### src/rtl/shift_add_mult_if.sv
// Operand/result bundle between the two operand loaders, the multiplier and
// the downstream serializer. master = loader/serializer side, slave = multiplier.
interface shift_add_mult_if #(
  parameter int WIDTH = 12
);
  logic [WIDTH-1:0]   x_parallel;
  logic [WIDTH-1:0]   y_parallel;
  logic               fx;
  logic               fy;
  logic [2*WIDTH-1:0] p_out;
  logic               fp;
  logic               busy;

  modport master (
    output x_parallel, y_parallel, fx, fy,
    input  p_out, fp, busy
  );

  modport slave (
    input  x_parallel, y_parallel, fx, fy,
    output p_out, fp, busy
  );
endinterface

### src/rtl/shift_add_mult.sv
// Sequential unsigned shift-and-add multiplier, WIDTH x WIDTH -> 2*WIDTH.
// Starts on the rising edge of (fx & fy), one partial-product step per clock,
// holds the product with fp high until the next start.
// Optional feature: define MULT_ZERO_BYPASS_EN to finish a zero-operand
// multiply in one clock without entering RUN.
//
// state  | meaning
// IDLE   | waiting for the first start after reset
// RUN    | shifting/accumulating, busy=1
// DONE   | product held in p_out, fp=1, waiting for the next start
module shift_add_mult #(
  parameter int WIDTH = 12
) (
  input  logic            clk,
  input  logic            reset,
  shift_add_mult_if.slave bus
);

  localparam int CW = (WIDTH > 1) ? $clog2(WIDTH) : 1;
  localparam logic [CW-1:0] LAST_STEP = CW'(WIDTH - 1);

  typedef enum logic [1:0] {
    S_IDLE = 2'd0,
    S_RUN  = 2'd1,
    S_DONE = 2'd2
  } state_t;

  state_t             state_q, state_d;
  logic [WIDTH-1:0]   m_q, m_d;
  logic [WIDTH-1:0]   q_q, q_d;
  logic [WIDTH:0]     a_q, a_d;
  logic [CW-1:0]      count_q, count_d;
  logic [2*WIDTH-1:0] p_q, p_d;
  logic               rdy_q, rdy_d;

  logic               rdy;
  logic               start;
  logic               zero_op;
  logic [WIDTH:0]     sum;
  logic [2*WIDTH:0]   shifted;

  assign rdy   = bus.fx & bus.fy;
  assign start = rdy & ~rdy_q;
  assign rdy_d = rdy;

`ifdef MULT_ZERO_BYPASS_EN
  assign zero_op = (bus.x_parallel == '0) || (bus.y_parallel == '0);
`else
  assign zero_op = 1'b0;
`endif

  // One partial-product step: conditionally add M into the upper half, then shift right.
  always_comb begin
    sum     = a_q + {1'b0, (q_q[0] ? m_q : {WIDTH{1'b0}})};
    shifted = {sum, q_q} >> 1;
  end

  // Next-state and datapath control; a start from IDLE or DONE reloads the operands.
  always_comb begin
    state_d = state_q;
    m_d     = m_q;
    q_d     = q_q;
    a_d     = a_q;
    count_d = count_q;
    p_d     = p_q;
    case (state_q)
      S_IDLE, S_DONE: begin
        if (start) begin
          if (zero_op) begin
            p_d     = '0;
            state_d = S_DONE;
          end else begin
            m_d     = bus.x_parallel;
            q_d     = bus.y_parallel;
            a_d     = '0;
            count_d = '0;
            state_d = S_RUN;
          end
        end
      end
      S_RUN: begin
        a_d     = shifted[2*WIDTH:WIDTH];
        q_d     = shifted[WIDTH-1:0];
        count_d = count_q + 1'b1;
        if (count_q == LAST_STEP) begin
          p_d     = shifted[2*WIDTH-1:0];
          state_d = S_DONE;
        end
      end
      default: state_d = S_IDLE;
    endcase
  end

  // State, datapath and start-edge registers; reset aborts any multiply in flight.
  always_ff @(posedge clk or posedge reset) begin
    if (reset) begin
      state_q <= S_IDLE;
      m_q     <= '0;
      q_q     <= '0;
      a_q     <= '0;
      count_q <= '0;
      p_q     <= '0;
      rdy_q   <= 1'b0;
    end else begin
      state_q <= state_d;
      m_q     <= m_d;
      q_q     <= q_d;
      a_q     <= a_d;
      count_q <= count_d;
      p_q     <= p_d;
      rdy_q   <= rdy_d;
    end
  end

  assign bus.p_out = p_q;
  assign bus.fp    = (state_q == S_DONE);
  assign bus.busy  = (state_q == S_RUN);

endmodule

### src/flat_wrapper.sv
// flat-port wrapper written by rule: the top's interface ports become plain ports
module shift_add_mult_flat 
#(
  parameter int WIDTH = 12
)
  (clk, reset, bus_x_parallel, bus_y_parallel, bus_fx, bus_fy, bus_p_out, bus_fp, bus_busy);
  shift_add_mult_if #(.WIDTH(WIDTH)) bus_i ();
  input  logic clk;
  input  logic reset;
  input wire logic [$bits(bus_i.x_parallel)-1:0] bus_x_parallel;
  input wire logic [$bits(bus_i.y_parallel)-1:0] bus_y_parallel;
  input wire logic [$bits(bus_i.fx)-1:0] bus_fx;
  input wire logic [$bits(bus_i.fy)-1:0] bus_fy;
  output wire logic [$bits(bus_i.p_out)-1:0] bus_p_out;
  output wire logic [$bits(bus_i.fp)-1:0] bus_fp;
  output wire logic [$bits(bus_i.busy)-1:0] bus_busy;
  assign bus_i.x_parallel = bus_x_parallel;
  assign bus_i.y_parallel = bus_y_parallel;
  assign bus_i.fx = bus_fx;
  assign bus_i.fy = bus_fy;
  assign bus_p_out = bus_i.p_out;
  assign bus_fp = bus_i.fp;
  assign bus_busy = bus_i.busy;
  shift_add_mult #(.WIDTH(WIDTH)) u_core (.clk(clk), .reset(reset), .bus(bus_i));
endmodule
### config.mk
export PLATFORM = sky130hd
export DESIGN_NAME = shift_add_mult_flat
export DESIGN_NICKNAME = d
export VERILOG_FILES = /design/src/rtl/shift_add_mult_if.sv /design/src/rtl/shift_add_mult.sv /design/src/flat_wrapper.sv
export SDC_FILE = /design/constraint.sdc
export NUM_CORES = 1
export LEC_CHECK = 0
export ABC_AREA = 1
export CAP_MARGIN = 20
export CORE_UTILIZATION = 50
export CTS_CLUSTER_DIAMETER = 200
export DETAILED_ROUTE_END_ITERATION = 8
export PLACE_DENSITY = 0.78
export SETUP_SLACK_MARGIN = 0.5
export SYNTH_ARGS = -nofsm -noshare
export SYNTH_HDL_FRONTEND = slang
export SYNTH_SLANG_ARGS = --single-unit
export TNS_END_PERCENT = 1
### constraint.sdc
create_clock -name clk -period 3.08 [get_ports clk]
set_input_delay 0.77 -clock clk [delete_from_list [all_inputs] [get_ports clk]]
set_output_delay 0.77 -clock clk [all_outputs]
set_load 0.01 [all_outputs]
# After elaboration in Yosys (flattened, before gate mapping)
# Cells that the tools add are included.
[op_classes]
n_addsub = 2
eq_ne = 5
mux = 10
bitwise_logic = 3
n_reduce_logical = 7
[op_table]
columns = ["operator", "n"]
rows = [
  ["$pmux 13 s2", 1],
  ["$mux 12", 2],
  ["$pmux 12 s2", 1],
  ["$add 13x12->13", 1],
  ["$mux 13", 1],
  ["$pmux 4 s2", 1],
  ["$reduce_and 2->1", 4],
  ["$add 4x1->4 const B", 1],
  ["$eq 4x4->1 const B", 1],
  ["$mux 2", 2],
  ["$mux 4", 1],
  ["$ne 2x1->1 const B", 2],
  ["$pmux 2 s2", 1],
  ["$and 1x1->1", 2],
  ["$eq 2x1->1 const B", 1],
  ["$eq 2x2->1 const B", 1],
  ["$logic_not 2->1", 1],
  ["$reduce_bool 2->1", 1],
  ["$reduce_or 2->1", 1],
  ["$not 1->1", 1],
]
[totals]
regBits = 68
in_bits = 28
output_inout_bits = 26
word_cells = 34

# Depth between registers and ports, before layout
# Gate-level depths: netlist of the first run.
[depth]
ltp_word = 4
mapped_depth = 13
mapped_depth_nobuf = 12

# Least setup slack after synthesis of the first run
# No wires, ideal clock.
[synth_path]
path_type = "flip-flop to flip-flop"
start = "register u_core.q_q[0]"
end = "register u_core.a_q[5]"
setup_ps = 117
t_arrival_ps = 1845
required_time_ps = 2963
slack_ps = 1118
stages_incl_launch_ff = 12
path_buffers = 1
period_less_slack_ps = 1962
path_cell_list = "dfrtp_1 clkbuf_1 nand2_1 inv_1 fa_1 nand3_1 nand3_1 nand2_1 nand2_1 or2_2 nand3_1 nand2_1"
[synth_via]
elab_chain_len = 3
[synth_rtl]
columns = ["item", "line", "rtl"]
rows = [
  ["start, declared", "shift_add_mult.sv:30", "logic [WIDTH-1:0] q_q, q_d;"],
  ["start signal, assigned", "shift_add_mult.sv:107", "q_q <= q_d;"],
  ["$mux 12", "shift_add_mult.sv:54", "sum = a_q + {1'b0, (q_q[0] ? m_q : {WIDTH{1'b0}})};"],
  ["$add 13x12->13", "shift_add_mult.sv:54", ""],
  ["$pmux 13 s2", "shift_add_mult.sv:66", "case (state_q)"],
  ["end signal, assigned", "shift_add_mult.sv:100", "a_q <= '0;"],
  ["end signal, assigned", "shift_add_mult.sv:108", "a_q <= a_d;"],
  ["end, declared", "shift_add_mult.sv:31", "logic [WIDTH:0] a_q, a_d;"],
]
# Every way passes these cells.
# A chain may end at the register's enable or synchronous reset.

# Worst setup path in the final report of the first run
[layout_path]
start = "register u_core.q_q[0]"
end = "register u_core.p_q[17] (netlist: u_core.bus.p_out[17])"
[layout_via]
elab_chain_len = 2
[layout_rtl]
columns = ["item", "line", "rtl"]
rows = [
  ["$mux 12", "shift_add_mult.sv:54", ""],
  ["$add 13x12->13", "shift_add_mult.sv:54", ""],
  ["end signal, assigned", "shift_add_mult.sv:110", "p_q <= p_d;"],
  ["end, declared", "shift_add_mult.sv:33", "logic [2*WIDTH-1:0] p_q, p_d;"],
]
# Every way passes these cells.

==> out/metrics.yaml, run 1 <==
power:
  powerDensity_nw_per_um2: 1020
  power_leakage_nw: 2.31
  ir_drop_v: 0.000471
  p_total_mw: 4.39
sta:
  setup_ws_ns: 0.769
  fin_setup_tns_ns: 0
  period_share_pct: 75.0
  fin_worst_skew_ns: 0.0115
  rsz0062_at_grt: "no"
  tightest_slew_ns: 0.458
  finalHoldViolCount: 0
  fmax_mhz: 433
  setup_viol: 0
  relSlewSlack_pct: 69.5
  hold_ws_ns: 0.476
  period_needed_ns: 2.31
  slew_viol_final: 0
cells_and_area:
  final_common_cell: "nand2_1"
  area_delta_synth_final_pct: 22.7
  final_cell_mix: "nand2_1, dfrtp_1, clkdlybuf4s50_1"
  n_antenna_cell: 0
  drive_above_1_share_pct: 9.44
  finalNonFillerCells: 578
  nets: 535
clocking:
  clock_latency_ns: 0.35
  postCtsHoldBufs: 0
  cts.path.max_buffers: 2
  clk_pin_slew_worst_paths_ns: 0.07
  root_buffer: "clkbuf_8"
  cts-htree-levels: 3
  numCtsBuffers: 9
  post_cts_buffers: 0
  cts_sinks: 67
  cts-resized-gates: 0
  tritoncts: "yes"
global_route:
  grt_antenna_before_repair: 0
  grt-ovfl-total: 0
  grt_usage_pct: 21.6
  grt_pass1_vias: 2762
  grt_max_degree: 68
  grt_pass1_wl_um: 12300
detailed_routing:
  drtIter0Drc: 168
  vias_per_cell: 4.92
  finalWirelength_um: 6990
  num_vias: 2842
  drc: 0
  wire_per_inst_um: 12.1
  ant_nets: 0
  dr.pass1.iters: 4
critical_path:
  critPathKind: "reg2reg"
  required_ns: 3.31
  r2r-start: "u_core.q_q[0]$_DFFE_PP0P_"
  cp_common_cell: "nand2_1"
  crit_path_end_kind: "flip-flop"
  crit_start: "u_core.q_q[0]$_DFFE_PP0P_"
  critPathArrivalTime_ns: 2.55
  slowest_delay_ns: 0.52
  cp_max_fo: 13
  rr_worst_depth: 11
  startpoint_type: "flip-flop"
  reg2reg_to: "u_core.bus.p_out[17]$_DFFE_PP0P_"
  r2r_slack_ns: 0.77
  cp_cell_sequence: "nand2_1 > inv_1 > ha_1 > fa_1 > nand3_1 > nand3_1 > nand2_1 > nand2_1 > or2_2 > nand3_1 > nand2_1"
  endpoint: "u_core.bus.p_out[17]$_DFFE_PP0P_"
  cpMaxStageDelayCell: "dfrtp_1"
worst_hold_path:
  hp-class: "reg2reg"
synth:
  ys_seq_area_share_pct: 48.0
  synth-compound-area-share_pct: 9.41
  synthMuxAreaShare_pct: 0
  synthSimpleGateAreaFrac_pct: 27.3
  synth_area_leaders: "dfrtp_1, nand2_1, inv_1"
  yosys_warnings: 0
  postSynthCellCount: 438
  synth_area_um2: 3500
  yosysTopAreaCellShare_pct: 48.0
  synth_top_family_by_area: "simple AND/OR/NAND/NOR gates"
  synth_cell_types: 32
  yosys.area_share.adder_pct: 5.23
  synth_seq_cells: 67
  synth_area_leader_cell: "dfrtp_1"
  syn-num-nets: 480
  synth.avg_cell_area_um2: 7.98
  synthXorXnorAreaFrac_pct: 1.50
run:
  max-cap-violations: 0
place:
  place.gp.congestion: 0.881
  place_ws_ns: 0.648
  io_buffer_count: 53
  dp.final_hpwl_um: 5040
  dpl.cell_count: 562
floorplan:
  rows: 30
  core_area_um2: 6760
  fp.dieW_um: 85.6
  ios: 54
  initial_core_util_pct: 51.7
  dieArea_um2: 7330
  die_y_um: 85.6
run_status:
  status: "finished clean"
==> worst max-delay path, delay by kind of cell, from the launching register on <==
| family | cells | cell delay, ns |
|---|---|---|
| AND/OR/NAND/NOR | 8 | 0.97 |
| flip-flops | 1 | 0.52 |
| adder cells (fa/ha/maj) | 2 | 0.65 |
| buffers and inverters | 1 | 0.05 |
==> how the worst min path moves through the flow <==
stage,startpoint,to,cells after the start
2_1_floorplan,u_core.m_q[0]$_DFFE_PP0P_,u_core.m_q[0]$_DFFE_PP0P_,2
4_1_cts,u_core.m_q[10]$_DFFE_PP0P_,u_core.m_q[10]$_DFFE_PP0P_,2
5_1_grt,u_core.m_q[4]$_DFFE_PP0P_,u_core.m_q[4]$_DFFE_PP0P_,2
6_report,u_core.m_q[10]$_DFFE_PP0P_,u_core.m_q[10]$_DFFE_PP0P_,2
3_3_place_gp,u_core.m_q[6]$_DFFE_PP0P_,u_core.m_q[6]$_DFFE_PP0P_,2
3_5_place_dp,u_core.m_q[9]$_DFFE_PP0P_,u_core.m_q[9]$_DFFE_PP0P_,2
==> registers in the layout, summed over array words and instances, names as in the netlist <==
| register | flops |
|---|---|
| u_core.count_q | 4 |
| u_core.m_q | 12 |
| u_core.a_q | 12 |
| u_core.state_q | 2 |
| u_core.rdy_q | 1 |
| u_core.q_q | 12 |
| u_core.bus.p_out | 24 |
==> per-layer routing <==
| layer | vias to the layer above | global-route usage (%) | wire length [um] |
|---|---|---|---|
| li1 | 1468 | - | - |
| met1 | 1305 | 28.2 | 3500 |
| met2 | 52 | 34.7 | 3110 |
| met3 | 17 | 4.91 | 198 |
| met4 | 0 | 9.70 | 180 |
| met5 | - | 0 | 0 |
==> stage by stage <==
step	area [um2]	utilization (%)
2_1_floorplan	3500	-
3_3_place_gp	4090	60.5
3_5_place_dp	4090	60.5
4_1_cts	4290	63.5
5_1_grt	4290	63.5
6_report	4290	63.5
==> logic make-up after synthesis <==
logic type | count (synthesis)
AO/OA/AOI/OAI | 52
XOR/XNOR | 6
adder cells (fa/ha/maj) | 14
buffers and inverters | 69
flip-flops | 67
AND/OR/NAND/NOR | 230
==> final cells by class <==
| type | instances | area, um2 |
|---|---|---|
| inverters | 55 | 210 |
| clock inverters | 6 | 65.1 |
| clock buffers | 10 | 138 |
| well taps | 80 | 100 |
| multi-input cells | 302 | 1520 |
| fillers | 595 | 2470 |
| flip-flops and latches | 67 | 1680 |
| repair buffers | 58 | 581 |
==> cell usage after synthesis <==
cell type and n:
nand2_1 180, dfrtp_1 67, inv_1 51, o21ai_0 25
nand3_1 21, o21ai_2 15, nor2_1 14, ha_1 13
a21oi_1 6, buf_2 5, xor2_1 5, buf_6 4
clkbuf_1 4, nor3_1 4, nand4_1 3, o211ai_1 3
inv_2 2, nand2_2 2, a22o_1 1, and2_1 1
buf_1 1, clkinv_2 1, fa_1 1, inv_4 1
nand3b_1 1, nand3b_4 1, nor2_4 1, nor2_8 1
o21ai_1 1, o22ai_1 1, or2_2 1, xnor2_1 1
==> power breakdown <==
| part | switching [mW] | leakage (nW) | internal [mW] |
|---|---|---|---|
| Sequential | 0.230 | 0.855 | 1.28 |
| Clock | 0.345 | 0.102 | 0.395 |
| Combinational | 1.26 | 1.35 | 0.881 |
No activity file was read; power rests on OpenSTA's default activity.
==> inputs of run 2 (changes only) <==
Clock period 3.08 ns to 2.4 ns, I/O delays scaled along.
==> run 2 against run 1 <==
  * Critical path depth did not move
  * Worst setup slack lost 0.37 ns
  * Via count up 4.0%
  * Sequential share of layout area is 0.31 points lower
  * Sequential power up 26%
  * Total power rose by 31%
  * Count of clock-buffer cells in the layout rose by 1
  * Highest routed layer unchanged
==> out/metrics.yaml, run 2 (synthesized netlist as in run 1, its figures left out) <==
global_route:
  grt_usage_pct: 22.8
  grt_antenna_before_repair: 0
  grt_pass1_wl_um: 12900
  grt-ovfl-total: 0
  grt_max_degree: 41
  grt_pass1_vias: 2871
power:
  ir_drop_v: 0.000572
  powerDensity_nw_per_um2: 1320
  power_leakage_nw: 2.33
clocking:
  cts-htree-levels: 3
  postCtsHoldBufs: 0
  cts_sinks: 67
  clk_pin_slew_worst_paths_ns: 0.06
  root_buffer: "clkbuf_8"
  numCtsBuffers: 9
  clock_latency_ns: 0.34
  tritoncts: "yes"
  cts.path.max_buffers: 2
place:
  dp.final_hpwl_um: 5500
  place.gp.congestion: 0.894
  io_buffer_count: 53
critical_path:
  cp_max_fo: 3
  slowest_delay_ns: 0.39
  crit_path_end_kind: "flip-flop"
  rr_worst_depth: 11
  cp_num_buf_inv: 1
  reg2reg_to: "u_core.bus.p_out[17]$_DFFE_PP0P_"
  r2r-start: "u_core.m_q[0]$_DFFE_PP0P_"
  r2r_slack_ns: 0.39
  startpoint_type: "flip-flop"
  cp_cell_sequence: "nand2_1 > inv_1 > ha_1 > fa_2 > nand3_1 > nand3_2 > nand2_1 > nand2_1 > or2_2 > nand3_1 > nand2_1"
  cp_common_cell: "nand2_1"
  cpMaxStageDelayCell: "fa_2"
  critPathArrivalTime_ns: 2.23
  crit_family: "simple AND/OR/NAND/NOR gates"
  required_ns: 2.62
  critPathKind: "reg2reg"
detailed_routing:
  drtIter0Drc: 163
  ant_nets: 0
  num_vias: 2955
  wire_per_inst_um: 13.1
  vias_per_cell: 5.11
  finalWirelength_um: 7600
  dr.pass1.iters: 5
  drc: 0
sta:
  fin_setup_tns_ns: 0
  period_needed_ns: 2.01
  fmax_mhz: 499
  finalHoldViolCount: 0
  relSlewSlack_pct: 62.1
  tightest_slew_ns: 0.568
  slew_viol_final: 0
  fin_worst_skew_ns: 0.00603
  period_share_pct: 83.5
  rsz0062_at_grt: "yes"
  setup_viol: 0
floorplan:
  rows: 30
  ios: 54
  dieArea_um2: 7330
  core_area_um2: 6760
  initial_core_util_pct: 51.7
  fp.dieW_um: 85.6
  die_y_um: 85.6
worst_hold_path:
  hp-class: "reg2reg"
  hold_depth: 2
  worstHoldStart: "u_core.m_q[9]$_DFFE_PP0P_"
  holdPathEnd: "u_core.m_q[9]$_DFFE_PP0P_"
cells_and_area:
  final_cell_mix: "nand2_1, dfrtp_1, clkdlybuf4s50_1"
  drive_above_1_share_pct: 9.44
  final_core_utilization_pct: 64.0
  area_delta_synth_final_pct: 23.7
  nets: 537
  n_antenna_cell: 0
  fillers: 591
  largest_register_ffs: 24
  final_common_cell: "nand2_1"
run_status:
  status: "finished clean"
run:
  max-cap-violations: 0
==> run 2: routing by layer <==
layer / up-vias / share of wire (%) / GRT usage [%]
met1: 1372 / 47 / 30.3
li1: 1476 / - / -
met5: - / 0 / 0
met4: 0 / 1.5 / 9.09
met2: 94 / 46 / 37.7
met3: 13 / 4.6 / 3.46
==> run 2: cell type report <==
cell class / count / area [um2] / area share, %
Sequential cell: 67 / 1680 / 38.8
Clock buffer: 11 / 131 / 3.04
Inverter: 55 / 214 / 4.95
Clock inverter: 3 / 65.1 / 1.50
Tap cell: 80 / 100 / 2.31
Timing Repair Buffer: 60 / 609 / 14.1
Multi-Input combinational cell: 302 / 1530 / 35.3
==> run 2: through the flow <==
stage / setup slack [ns] / total power [mW] / hold WS, ns / instance area, um2 / instances
after CTS: 0.286 / 5.74 / 0.476 / 4310 / 578
after floorplan: 0.438 / 3.82 / 0.442 / 3500 / 438
after detailed placement: 0.164 / 4.74 / 0.460 / 4120 / 564
after global routing: 0.282 / 6.22 / 0.496 / 4320 / 578
final: 0.395 / 5.73 / 0.473 / 4320 / 578
after global placement: 0.230 / 4.65 / 0.456 / 4120 / 564
==> run 2: how the worst max path moves through the flow <==
stage	depth (start not counted)	end	from	slack, ns
after floorplan	11	u_core.a_q[5]$_DFFE_PP0P_	u_core.q_q[0]$_DFFE_PP0P_	0.44
after global placement	10	u_core.q_q[10]$_DFFE_PP0P_	bus_fx	0.23
after detailed placement	10	u_core.q_q[9]$_DFFE_PP0P_	bus_fx	0.16
after CTS	11	u_core.bus.p_out[17]$_DFFE_PP0P_	u_core.m_q[0]$_DFFE_PP0P_	0.29
after global routing	11	u_core.a_q[4]$_DFFE_PP0P_	u_core.q_q[0]$_DFFE_PP0P_	0.28
final	11	u_core.bus.p_out[17]$_DFFE_PP0P_	u_core.m_q[0]$_DFFE_PP0P_	0.39
==> run 2: timing repair <==
item                       CTS  global route
buffers inserted             0             0
cloned                       0             0
pin swaps                    0             0
setup endpoints to repair   13            33
gates resized for setup      1             3
==> run 2: power breakdown <==
group | total, mW | internal, mW | switching (mW)
registers | 1.90 | 1.64 | 0.265
logic | 2.84 | 1.15 | 1.70
clock network | 0.978 | 0.573 | 0.405
==> run 2: worst reg2reg max path, cell delays in order, from the launching register on <==
cell     delay [ns]
dfrtp_1        0.38
nand2_1        0.07
inv_1          0.06
ha_1           0.22
fa_2           0.39
nand3_1        0.11
nand3_2        0.11
nand2_1        0.08
nand2_1        0.06
or2_2          0.29
nand3_1        0.08
nand2_1        0.06
==> inputs of run 3 (changes only) <==
Clock period 2.4 ns to 1.9 ns, I/O delays scaled along.
==> run 3 against run 2 <==
  * The run now ends with setup timing left
  * Total power increased by 59%
  * Via count grew 11%
  * Count of clock-buffer cells in the layout decreased by 1
  * Worst hold slack worse by 0.11 ns
  * Non-clock buffer count up 20
  * Core utilization grew 9.4 points
  * Routed wire length up 33%
  * Cell count increased by 3.8%
  * Fmax up 3.9%
  * Worst setup slack got worse by 0.43 ns
  * Largest power group unchanged
  * Highest routed layer unchanged
==> out/metrics.yaml, run 3 (synthesized netlist as in run 1, its figures left out) <==
sta:
  setup_ws_ns: -0.0303
  slew_viol_final: 0
  period_share_pct: 102
  period_needed_ns: 1.93
  relSlewSlack_pct: 76.0
  hold_ws_ns: 0.367
  fmax_mhz: 518
  fin_worst_skew_ns: 0.0113
  rsz0062_at_grt: "yes"
  finalHoldViolCount: 0
  tightest_slew_ns: 0.360
  setup_viol: 6
floorplan:
  fp.dieW_um: 85.6
  initial_core_util_pct: 51.7
  die_y_um: 85.6
  ios: 54
  rows: 30
  core_area_um2: 6760
  dieArea_um2: 7330
clocking:
  cts.path.max_buffers: 2
  clock_latency_ns: 0.35
  root_buffer: "clkbuf_8"
  numCtsBuffers: 9
  cts-htree-levels: 3
  clk_pin_slew_worst_paths_ns: 0.08
  postCtsHoldBufs: 0
  cts_sinks: 67
  tritoncts: "yes"
place:
  place_area_um2: 4250
  place.gp.congestion: 0.928
  dp.final_hpwl_um: 5480
  io_buffer_count: 53
cells_and_area:
  n_antenna_cell: 0
  final_cell_area_um2: 4960
  nets: 557
  final_common_cell: "nand2_1"
  area_delta_synth_final_pct: 41.8
  drive_above_1_share_pct: 35.0
  final_cell_mix: "nand2_1, dfrtp_1, inv_1"
  largest_register_ffs: 24
critical_path:
  crit_family: "adder cells"
  cp_max_fo: 3
  slowest_delay_ns: 0.41
  required_ns: 2.15
  cpMaxStageDelayCell: "dfrtp_1"
  critPathKind: "reg2reg"
  cp_num_buf_inv: 3
  cp_common_cell: "buf_4"
  startpoint_type: "flip-flop"
  cp_cell_sequence: "nand2_2 > inv_2 > ha_4 > fa_2 > nand3_2 > nand3_4 > buf_4 > xnor2_4 > buf_4 > o21ai_2"
  crit_path_end_kind: "flip-flop"
  critPathArrivalTime_ns: 2.18
global_route:
  grt-ovfl-total: 0
  grt_usage_pct: 23.9
  grt_max_degree: 68
  grt_pass1_wl_um: 13700
  grt_pass1_vias: 2914
  grt_antenna_before_repair: 0
run_status:
  violations: "setup timing"
  status: "finished with violations"
power:
  powerDensity_nw_per_um2: 1840
  ir_drop_v: 0.000782
  power_leakage_nw: 2.60
detailed_routing:
  finalWirelength_um: 10100
  vias_per_cell: 5.49
  drc: 0
  ant_nets: 0
  drtIter0Drc: 216
  wire_per_inst_um: 16.8
  dr.pass1.iters: 5
  num_vias: 3291
run:
  max-cap-violations: 0
worst_hold_path:
  hp-class: "in2reg"
[run 3: per-layer routing]
layer	GRT usage [%]	routed length, um	vias to the layer above
li1	-	-	1521
met1	31.6	3990	1564
met2	39.9	5030	157
met3	5.58	603	49
met4	6.21	469	0
met5	0	0	-
[run 3: layout make-up]
type                       count  area, um2
multi-input combinational    302       2030
fill                         468       1800
sequential                    67       1680
timing repair buffer          80        702
inverter                      55        230
clock buffer                  10        128
tap                           80        100
clock inverter                 6       88.8
[run 3: where the power goes]
part	internal, mW	switching, mW	total, mW
Clock	0.741	0.577	1.32
Combinational	2.21	3.03	5.24
Sequential	2.07	0.492	2.57
[run 3: worst reg2reg max path, stage by stage (launching register included)]
cell	delay (ns)
dfrtp_1	0.41
nand2_2	0.09
inv_2	0.04
ha_4	0.17
fa_2	0.38
nand3_2	0.10
nand3_4	0.08
buf_4	0.17
xnor2_4	0.20
buf_4	0.15
o21ai_2	0.04
[run 3: path summary, 6_finish.rpt]
path	startpoint	end	slack (ns)	cells after the start
worst max register to register	u_core.q_q[0]$_DFFE_PP0P_	u_core.bus.p_out[15]$_DFFE_PP0P_	-0.03	10
worst max-delay path	u_core.q_q[0]$_DFFE_PP0P_	u_core.bus.p_out[15]$_DFFE_PP0P_	-0.03	10
worst min-delay path	bus_fy	u_core.rdy_q$_DFF_PP0_	0.37	3
worst min register to register	u_core.bus.p_out[22]$_DFFE_PP0P_	u_core.bus.p_out[22]$_DFFE_PP0P_	0.48	2
min in group asynchronous	reset	u_core.bus.p_out[8]$_DFFE_PP0P_	0.55	3
max in group asynchronous	reset	u_core.bus.p_out[17]$_DFFE_PP0P_	1.05	3
[run 3: repair_timing]
item | in CTS | in global routing
pin swaps | 8 | 57
gates resized for setup | 34 | 156
endpoints found under the setup margin | 71 | 86
buffers inserted | 1 | 3
[run 3: through the flow]
stage                     cells  power [mW]  setup WS (ns)  utilization [%]  TNS [ns]
final                       600        9.13        -0.0303             73.4   -0.0908
after global routing        600        9.66        -0.0904             73.4     -1.03
after CTS                   597        8.09         0.0734             68.8         0
after detailed placement    580        6.33         -0.101             62.9    -0.389
after global placement      580        6.21        -0.0125             62.9   -0.0233
after floorplan             438        4.82        -0.0625                -    -0.125
